--- src/rtl/vector_result_unloader.sv ---
// Consumer side of the vector adder result bus: enables the adder for a fixed
// latency, snapshots the result vector, then streams it out on a valid/ready port.
module vector_result_unloader #(
  parameter int DATA_WIDTH  = 16,
  parameter int LENGTH      = 4,
  parameter int FPU_LATENCY = 3
) (
  input  logic                  clk,
  input  logic                  reset,
  input  logic                  start,
  output logic                  add_en,
  input  logic [DATA_WIDTH-1:0] vec_in [0:LENGTH-1],
  output logic [DATA_WIDTH-1:0] out_data,
  output logic                  out_valid,
  input  logic                  out_ready,
  output logic                  out_last,
  output logic                  busy,
  output logic                  done
);

  localparam int IW = (LENGTH > 1) ? $clog2(LENGTH) : 1;
  localparam int LW = (FPU_LATENCY > 1) ? $clog2(FPU_LATENCY) : 1;
  localparam logic [IW-1:0] IDX_LAST = IW'(LENGTH - 1);
  localparam logic [LW-1:0] LAT_LAST = LW'(FPU_LATENCY - 1);

  typedef enum logic [1:0] {
    IDLE   = 2'd0,
    WAIT   = 2'd1,
    STREAM = 2'd2
  } state_t;

  state_t                  state;
  state_t                  state_next;
  logic [LW-1:0]           lat_cnt;
  logic [IW-1:0]           idx;
  logic [DATA_WIDTH-1:0]   buffer [0:LENGTH-1];
  logic                    done_r;
  logic                    capture;
  logic                    accept;
  logic                    accept_last;

  assign capture     = (state == WAIT) && (lat_cnt == LAT_LAST);
  assign accept      = (state == STREAM) && out_ready;
  assign accept_last = accept && (idx == IDX_LAST);

  // Next-state selection
  always_comb begin
    state_next = state;
    case (state)
      IDLE: begin
        if (start) state_next = WAIT;
        else       state_next = IDLE;
      end
      WAIT: begin
        if (capture) state_next = STREAM;
        else         state_next = WAIT;
      end
      STREAM: begin
        if (accept_last) state_next = IDLE;
        else             state_next = STREAM;
      end
      default: state_next = IDLE;
    endcase
  end

  // State, counters, snapshot buffer and done flag
  always_ff @(posedge clk) begin
    if (reset) begin
      state   <= IDLE;
      lat_cnt <= '0;
      idx     <= '0;
      done_r  <= 1'b0;
      for (int i = 0; i < LENGTH; i++) buffer[i] <= '0;
    end else begin
      state  <= state_next;
      done_r <= accept_last;
      case (state)
        IDLE: begin
          lat_cnt <= '0;
        end
        WAIT: begin
          lat_cnt <= lat_cnt + LW'(1);
          if (capture) begin
            // vec_in is only meaningful at this one edge
            for (int i = 0; i < LENGTH; i++) buffer[i] <= vec_in[i];
            idx <= '0;
          end
        end
        STREAM: begin
          if (accept && !accept_last) idx <= idx + IW'(1);
        end
        default: begin
          lat_cnt <= '0;
          idx     <= '0;
        end
      endcase
    end
  end

  // Output decode from registered state only
  always_comb begin
    add_en    = 1'b0;
    out_valid = 1'b0;
    out_last  = 1'b0;
    out_data  = '0;
    busy      = (state != IDLE);
    done      = done_r;
    case (state)
      WAIT: begin
        add_en = 1'b1;
      end
      STREAM: begin
        out_valid = 1'b1;
        out_data  = buffer[idx];
        out_last  = (idx == IDX_LAST);
      end
      default: begin
        add_en    = 1'b0;
        out_valid = 1'b0;
      end
    endcase
  end

endmodule

--- config.mk ---
export PLATFORM = sky130hd
export DESIGN_NAME = vector_result_unloader
export DESIGN_NICKNAME = d
export VERILOG_FILES = /design/src/rtl/vector_result_unloader.sv
export SDC_FILE = /design/constraint.sdc
export NUM_CORES = 1
export LEC_CHECK = 0
export CAP_MARGIN = 20
export CORE_MARGIN = 4
export CORE_UTILIZATION = 45
export DETAILED_ROUTE_END_ITERATION = 10
export PLACE_DENSITY = 0.76
export SLEW_MARGIN = 20
export SYNTH_ARGS = -nofsm -noshare
export SYNTH_HDL_FRONTEND = slang
export SYNTH_SLANG_ARGS = --single-unit
--- constraint.sdc ---
create_clock -name clk -period 6.6 [get_ports clk]
set_input_delay 1.32 -clock clk [delete_from_list [all_inputs] [get_ports clk]]
set_output_delay 1.32 -clock clk [all_outputs]
set_load 0.005 [all_outputs]
==> run metrics, run 1 <==
most common cell after layout, fill and taps aside clkdlybuf4s50_1; CTS Sinks 73; Worst-path clk slew approximately 0.07 ns; register bit total from synthesis 73; Least-Margin Pin Slew 0.7961 ns; Top Usage Layer GRT met2; Syn. warnings 0; row count 30; met1 Usage GRT approximately 17%; crit path kind reg2out; fin crit share 54.10%; I/O pin count 89; DR vias approximately 1,900; Total Power 0.9632 mW; global route overflow 0; Tot GR Track Use 14.94%; Max Cap Violations 0; Port Buffers 88; unique cell type count in the Yosys netlist 26; floorplan core area 0.006944 mm2; commonest non-fill, non-tap cells in the layout 88 x clkdlybuf4s50_1, 81 x and2_1, 64 x edfxtp_1; Synth Area in Simple Gates 17.75%; peak supply drop roughly 0.16 mV; final hold violations 0; Max Slew Vio Count 0; setup violators final 0; CTS root buf clkbuf_8; worst-case reg-to-reg path depth 3; layout overhead on the synthesized area 34.32%; Final GP Congestion about 0.73; CTS H-tree lvls 3; XOR/XNOR Fraction of Synth Area 0%; grt met2 use 25.85%; Cells after Synth 215; DRT Wirelength 6173 um; ys flop type edfxtp_1; vias in the first global route 1,998; outcome finished, final reports clean; starting density of the core 47.41%; r2r setup slk 4.84 ns; worst r2r dst buffer[1][1]; post-synth design cell area about 0.0033 mm2; fmax approximately 0.28 GHz; die footprint a little under 0.009 mm2; number of fill cells 532; Post-Synth Adder-Cell Area 0.7602%; post-synthesis mux area share 11.55%; clk_skew 0.008073 ns; Nets 372; Slew HR between 40% and 50%; startpoint types flip-flop; Crit Reg-Reg Startpoint state[0]; CP Max Fanout 16; first-pass GRT wire length 9832 um; GR Layer Usage met3 roughly 4.7%; min-delay src idx[1]; maximum buffer depth of the clock tree 2; setup TNS 0 ns; WP data arrival 2.25 ns; Clock Latency Late Sink 0.34 ns; Detailed Place HPWL 4166 um; Die X about 94 um; Post-synth EDFFs 64; Post-CTS Setup Bufs 0; CTS Buf Count 9; post-route ant nets 0; Leakage 1.626 nW; Final min period roughly 3.6 ns; initial antenna violation count 0; ratio of cells with drive above 1 in the final layout 12.05%; post-cts gate resize count 0; 1st-pass router iterations 6; Post-Syn Nets 285; Die Y 93.53 um; DR iter-0 viols 61; DR WL/cell ~15 um; Post-Syn Area per Cell around 15 um2; end of the worst hold path idx[1]; DRC violations left 0; Hold Buf Count CTS 0; detail-routed via count per cell about 4.7; PD cells 217.8 mW/mm2; RSZ-0062 raised after global routing false; largest family of logic cells by synthesized area simple AND/OR/NAND/NOR gates; hold path depth 2; Hold WS 0.4996 ns; crit path capture type output pin; antenna cells 0; Hold Crit Class reg2reg; largest net degree at the start of global routing 66; Seq/Total Area, Yosys 63.85%; post-synthesis compound-gate area fraction 2.128%; Post-synth ARST share 0%; WP data required 5.28 ns; clock tree from TritonCTS built
registers in the layout (all words and copies together) (netlist names), named ones only:
signal and flops:
idx 2, done 1, lat_cnt 2, state 2, buffer 64
power by group:
group / internal (mW) / switching, mW
combinational: 0.0449 / 0.0174
clock: 0.213 / 0.167
sequential: 0.516 / 0.00469
cells in the mapped netlist, types with 2 or more instances:
library cell	count	area (um2)
a21o_1	2	15.01
buf_6	7	78.83
and2_1	81	506.7
ha_1	2	25.02
nor2_1	2	7.510
mux2i_1	2	20.02
inv_1	5	18.77
a211o_1	2	17.52
dfxtp_1	9	180.2
clkbuf_1	4	15.01
nand3_1	2	10.01
a21oi_1	5	25.02
edfxtp_1	64	1922
mux4_2	16	360.4
metrics by stage:
step                      area, um2  setup WS [ns]  utilization, %  std cells
after floorplan                3292          3.251               -        215
after global placement         4204          2.960           60.54        387
after detailed placement       4204          2.928           60.54        387
after CTS                      4420          2.553           63.66        403
after global routing           4422          2.842           63.68        403
final                          4422          3.029           63.68        403
logic make-up after synthesis:
logic type,Yosys count
buf+inv,19
fa+ha+maj,2
flops,73
mux,18
compound gates,11
simple gates,92
worst max-delay path by stage:
stage	from	endpoint	slack, ns	cells past startpoint
5_1_grt	flip-flop	out_data[1]	2.84	3
3_3_place_gp	flip-flop	out_data[0]	2.96	3
2_1_floorplan	reset	buffer[0][0]	3.25	2
6_report	flip-flop	out_data[7]	3.03	3
4_1_cts	flip-flop	out_data[1]	2.55	3
3_5_place_dp	flip-flop	out_data[7]	2.93	3
worst max-delay path, cell delays in order (launching register included):
cell and delay (ns):
dfxtp_2 0.72, mux4_2 0.57, and2_1 0.17, clkdlybuf4s50_1 0.45
layer usage:
metal,vias to the layer above,share of wire (%)
met4,0,1.8
met1,909,40
met3,9,5.3
met5,-,0
li1,944,-
met2,47,53
area by class of cell:
class / instances / area, um2 / area share (%)
clock buffer: 9 / 123.9 / 2.801
tap: 96 / 120.1 / 2.716
clock inverter: 7 / 92.59 / 2.094
inverter: 5 / 18.77 / 0.4244
timing repair buffer: 90 / 895.9 / 20.26
multi-input combinational: 123 / 1067 / 24.14
sequential: 73 / 2103 / 47.57
No activity file was read; power rests on OpenSTA's default activity.
==> run 2, diff against run 1 <==
Clock period 6.6 ns to 3.4 ns, I/O delays scaled along.
==> run 2 against run 1 <==
  * Total power up 82%
  * Clock skew down 0.00094 ns
  * Combinational power up 99%
  * Non-clock buffer count up 2
  * Critical path depth unchanged
  * Count of clock-buffer cells in the layout up 1
  * Global-route usage up 0.30 points
  * Worst hold slack better by 0.011 ns
  * First-iteration DRC count up 49%
  * Routed wire length up 0.52%
==> run metrics, run 2 (synthesis gave the netlist of run 1 again) <==
PD cells 397.0 mW/mm2 (was 217.8 mW/mm2); CTS Buf Count 9 (unchanged); Buf/Inv on CP 1 (unchanged); global route overflow 0 (unchanged); 1st-pass router iterations 4 (was 6); Slew HR 46.55% (was 46.92%); outcome finished, final reports clean (unchanged); peak supply drop 0.1892 mV (was 0.1635 mV); number of flip-flops in the largest register 64 (unchanged); post-cts gate resize count 0 (unchanged); WP data arrival 2.21 ns (was 2.25 ns); starting density of the core 47.41% (unchanged); antenna cells 0 (unchanged); Port Buffers 88 (unchanged); layout overhead on the synthesized area 34.25% (was 34.32%); WP data required 2.72 ns (was 5.28 ns); final hold violations 0 (unchanged); fin crit share 84.97%; Psw 0.3356 mW (was 0.1895 mW); Hold Crit Class reg2reg (unchanged); Die X 93.53 um (unchanged); post-route ant nets 0 (unchanged); Nets 374 (was 372); I/O pin count 89 (unchanged); post-route cell area 0.004419 mm2 (was 0.004422 mm2); CP max stage cell dfxtp_1 (was dfxtp_2); CTS root buf clkbuf_8 (unchanged); DRC violations left 0 (unchanged); commonest non-fill, non-tap cells in the layout 88 x clkdlybuf4s50_1, 81 x and2_1, 64 x edfxtp_1 (unchanged); Leakage 1.629 nW (was 1.626 nW); crit path capture type output pin (unchanged); Clock Latency Late Sink 0.32 ns (was 0.34 ns); DR iter-0 viols 91 (was 61); ratio of cells with drive above 1 in the final layout 11.69% (was 12.05%); clk_skew 0.007129 ns (was 0.008073 ns); DR WL/cell 15.36 um (was 15.32 um); setup violators final 0 (unchanged); crit-path max cell delay 0.85 ns (was 0.72 ns); Least-Margin Pin Slew 0.8006 ns (was 0.7961 ns); Final min period 2.889 ns; Max Cap Violations 0 (unchanged); most common cell after layout, fill and taps aside clkdlybuf4s50_1 (unchanged); Hold WS 0.5108 ns (was 0.4996 ns); Max Slew Vio Count 0 (unchanged); maximum buffer depth of the clock tree 2 (unchanged); Hold Buf Count CTS 0 (unchanged); clock tree from TritonCTS built (unchanged); Reg with most FFs buffer (unchanged); largest net degree at the start of global routing 66 (unchanged); Final GP Congestion 0.7441 (was 0.7295); number of fill cells 523 (was 532); floorplan core area 0.006944 mm2 (unchanged); Clk pwr share 35.3% (was 39.5%); initial antenna violation count 0 (unchanged); DRT Wirelength 6205 um (was 6173 um); CP Max Fanout 16 (unchanged); Gate power share 7.1% (was 6.5%); DR vias 1,896 (was 1,909); row count 30 (unchanged); CTS Sinks 73 (unchanged); startpoint types flip-flop (unchanged); delay-heaviest family, CP flip-flops (unchanged); dpl cell area 0.004244 mm2 (was 0.004204 mm2); vias in the first global route 2,026 (was 1,998); crit path cell chain mux4_2 > and2_1 > clkdlybuf4s50_1 (unchanged); detail-routed via count per cell 4.693 (was 4.737); setup TNS 0 ns (unchanged); die footprint 0.008748 mm2 (unchanged); RSZ-0062 raised after global routing false (unchanged); Pint 1.419 mW (was 0.7737 mW); CTS H-tree lvls 3 (unchanged); Post-CTS Setup Bufs 0 (unchanged); Detailed Place HPWL 4343 um (was 4166 um); sequential share of power 57.6% (was 54.0%); switching share of power 19.13% (was 19.68%); fmax roughly 0.35 GHz; Die Y 93.53 um (unchanged); min-delay src idx[1] (unchanged); crit path kind reg2out (unchanged); Crit Reg-Reg Startpoint lat_cnt[0] (was state[0]); first-pass GRT wire length 9949 um (was 9832 um); Worst-path clk slew 0.07 ns (about the same); Tot GR Track Use 15.23% (was 14.94%)
run 2: final cells by class:
class / instances / area (um2) / area share [%]
sequential: 73 / 2102 / 47.57
multi-input combinational: 123 / 1067 / 24.15
timing repair buffer: 92 / 935.9 / 21.18
clock buffer: 10 / 127.6 / 2.888
tap: 96 / 120.1 / 2.718
clock inverter: 5 / 47.55 / 1.076
inverter: 5 / 18.77 / 0.4247
run 2: power groups by stage:
stage	Combinational (mW)	Clock [mW]	Sequential [mW]
2_1_floorplan	0.0347	0	1.03
3_3_place_gp	0.124	0	1.03
3_5_place_dp	0.125	0	1.03
4_1_cts	0.126	0.638	1.01
5_1_grt	0.135	0.683	1.01
6_report	0.124	0.619	1.01
run 2: worst paths after layout:
path,depth (start not counted),slack (ns),endpoint
worst min-delay path,2,0.51,idx[1]
worst max register to register,6,1.75,buffer[3][11]
worst max-delay path,3,0.51,out_data[1]
worst min register to register,2,0.51,idx[1]
run 2: stage by stage:
| step | power, mW | std cells | setup WS [ns] | utilization [%] |
|---|---|---|---|---|
| 2_1_floorplan | 1.063 | 215 | 0.6913 | - |
| 3_3_place_gp | 1.153 | 389 | 0.8683 | 61.12 |
| 3_5_place_dp | 1.157 | 389 | 0.8435 | 61.12 |
| 4_1_cts | 1.775 | 404 | 0.4698 | 63.64 |
| 5_1_grt | 1.832 | 404 | 0.3827 | 63.64 |
| 6_report | 1.755 | 404 | 0.5112 | 63.64 |
run 2: metal layers:
metal  global-route usage (%)  part of all wire [%]  vias up
met1                    19.47                    43      890
met3                    2.896                   5.0        7
met5                        0                     0        -
met4                    7.220                   1.1        0
met2                    25.01                    51       54
li1                         -                     -      945
run 2: tightest hold or removal path, delay by kind of cell, from the launching register on:
kind             cells  cell delay, ns
AO/OA/AOI/OAI        1            0.06
flip-flops           1            0.32
AND/OR/NAND/NOR      1            0.08
==> run 3, diff against run 2 <==
Settings changed: CORE_UTILIZATION 45 to 43.
Clock period 3.4 ns to 2.6 ns, I/O delays scaled along.
==> run 3 against run 2 <==
  * Cell area up 2.6%
  * Combinational power grew 31%
  * Via count up 3.5%
  * Worst hold slack lost 0.0046 ns
  * Core utilization down 1.8 points
  * Final cell count rose by 2.0%
  * Sequential share of layout area is 1.1 points lower
  * Critical path type unchanged
==> run metrics, run 3 (synthesis gave the netlist of run 1 again) <==
Die X 95.50 um (was 93.53 um); Slew HR 70.23% (was 46.55%); detail-routed via count per cell 4.762 (was 4.693); Port Buffers 88 (unchanged); Post-CTS Setup Bufs 0 (unchanged); crit path cell chain buf_6 > mux4_2 > and2_1 > clkdlybuf4s50_1 (was mux4_2 > and2_1 > clkdlybuf4s50_1); Hold Crit Class reg2reg (unchanged); startpoint types flip-flop (unchanged); ratio of cells with drive above 1 in the final layout 14.70% (was 11.69%); first-pass GRT wire length 9197 um (was 9949 um); peak supply drop 0.4574 mV (was 0.1892 mV); Reg with most FFs buffer (unchanged); commonest non-fill, non-tap cells in the layout 88 x clkdlybuf4s50_1, 81 x and2_1, 64 x edfxtp_1 (unchanged); Detailed Place HPWL 4200 um (was 4343 um); dpl cell area 0.004278 mm2 (was 0.004244 mm2); initial antenna violation count 0 (unchanged); DRT Wirelength 5831 um (was 6205 um); post-route ant nets 0 (unchanged); number of flip-flops in the largest register 64 (unchanged); DRC violations left 0 (unchanged); Nets 378 (was 374); fmax 0.3986 GHz; antenna cells 0 (unchanged); setup violators final 0 (unchanged); DR iter-0 viols 53 (was 91); starting density of the core 44.91% (was 47.41%); crit path capture type output pin (unchanged); Final GP Congestion 0.7394 (was 0.7441); I/O pin count 89 (unchanged); outcome finished, final reports clean (unchanged); clk_skew 0.009842 ns (was 0.007129 ns); die footprint 0.009119 mm2 (was 0.008748 mm2); Die Y 95.50 um (was 93.53 um); PD cells 561.7 mW/mm2 (was 397.0 mW/mm2); crit path kind reg2out (unchanged); 1st-pass router iterations 4 (unchanged); Clock Latency Late Sink 0.33 ns (was 0.32 ns); CP Max Fanout 8 (was 16); CTS Buf Count 9 (unchanged); setup TNS 0 ns (unchanged); WP data required 2.08 ns (was 2.72 ns); WP data arrival 1.99 ns (was 2.21 ns); clock tree from TritonCTS built (unchanged); most common cell after layout, fill and taps aside clkdlybuf4s50_1 (unchanged); crit-path max cell delay 0.50 ns (was 0.85 ns); final hold violations 0 (unchanged); vias in the first global route 1,985 (was 2,026); fin crit share 96.49%; Worst-path clk slew 0.08 ns (was 0.07 ns); global route overflow 0 (unchanged); post-route cell area 0.004533 mm2 (was 0.004419 mm2); maximum buffer depth of the clock tree 2 (unchanged); CTS H-tree lvls 3 (unchanged); CTS root buf clkbuf_8 (unchanged); Max Slew Vio Count 0 (unchanged); Tot GR Track Use 13.59% (was 15.23%); layout overhead on the synthesized area 37.70% (was 34.25%); largest net degree at the start of global routing 66 (unchanged); delay-heaviest family, CP buffers and inverters (was flip-flops); Leakage 1.683 nW (was 1.629 nW); DR vias 1,962 (was 1,896); CP max stage cell mux4_2 (was dfxtp_1); Buf/Inv on CP 2 (was 1); Least-Margin Pin Slew 0.4451 ns (was 0.8006 ns); DR WL/cell 14.15 um (was 15.36 um); CTS Sinks 73 (unchanged); floorplan core area 0.007331 mm2 (was 0.006944 mm2); row count 31 (was 30); Final min period 2.509 ns; RSZ-0062 raised after global routing false (unchanged); Max Cap Violations 0 (unchanged)
-- run 3: what timing repair did --
action                     CTS  global route
gates resized for setup      1             4
pin swaps                    0             0
hold buffers                 0             0
setup endpoints to repair    9            17
-- run 3: worst paths after layout --
path / slack, ns / cells past startpoint / start / to
max reg2reg: 1.14 / 6 / lat_cnt[0] / buffer[1][5]
max: 0.09 / 4 / flip-flop / out_data[0]
min reg2reg: 0.51 / 1 / state[1] / state[0]
min: 0.51 / 1 / state[1] / state[0]
-- run 3: final cells by class --
cell class	count	area, um2
clock buffers	11	141.4
clock inverters	5	103.9
fillers	562	2798
inverters	5	18.77
multi-input cells	123	1067
flip-flops and latches	73	2105
well taps	99	123.9
repair buffers	96	973.4
-- run 3: stage by stage --
stage	utilization, %	power, mW	cells	hold slack, ns	setup WS (ns)
after global routing	61.84	2.640	412	0.5398	0.002163
after floorplan	-	1.390	215	0.4707	0.05128
after global placement	58.35	1.507	396	0.4897	0.4067
after detailed placement	58.35	1.511	396	0.5050	0.3308
final	61.84	2.546	412	0.5062	0.09124
after CTS	61.70	2.579	412	0.5152	0.007992
-- run 3: power breakdown --
| part | switching (mW) | internal [mW] | total (mW) |
|---|---|---|---|
| combinational | 0.0444 | 0.118 | 0.162 |
| sequential | 0.0105 | 1.31 | 1.32 |
| clock | 0.400 | 0.665 | 1.06 |
| total | 0.455 | 2.09 | 2.55 |
-- run 3: routing by layer --
metal,GRT usage [%],up-vias,part of all wire [%],wire [um]
met5,0,-,0,0
met4,4.976,0,1.5,87
met3,3.394,8,5.2,302
met2,23.73,55,51,2981
li1,-,954,-,-
met1,16.24,945,42,2459
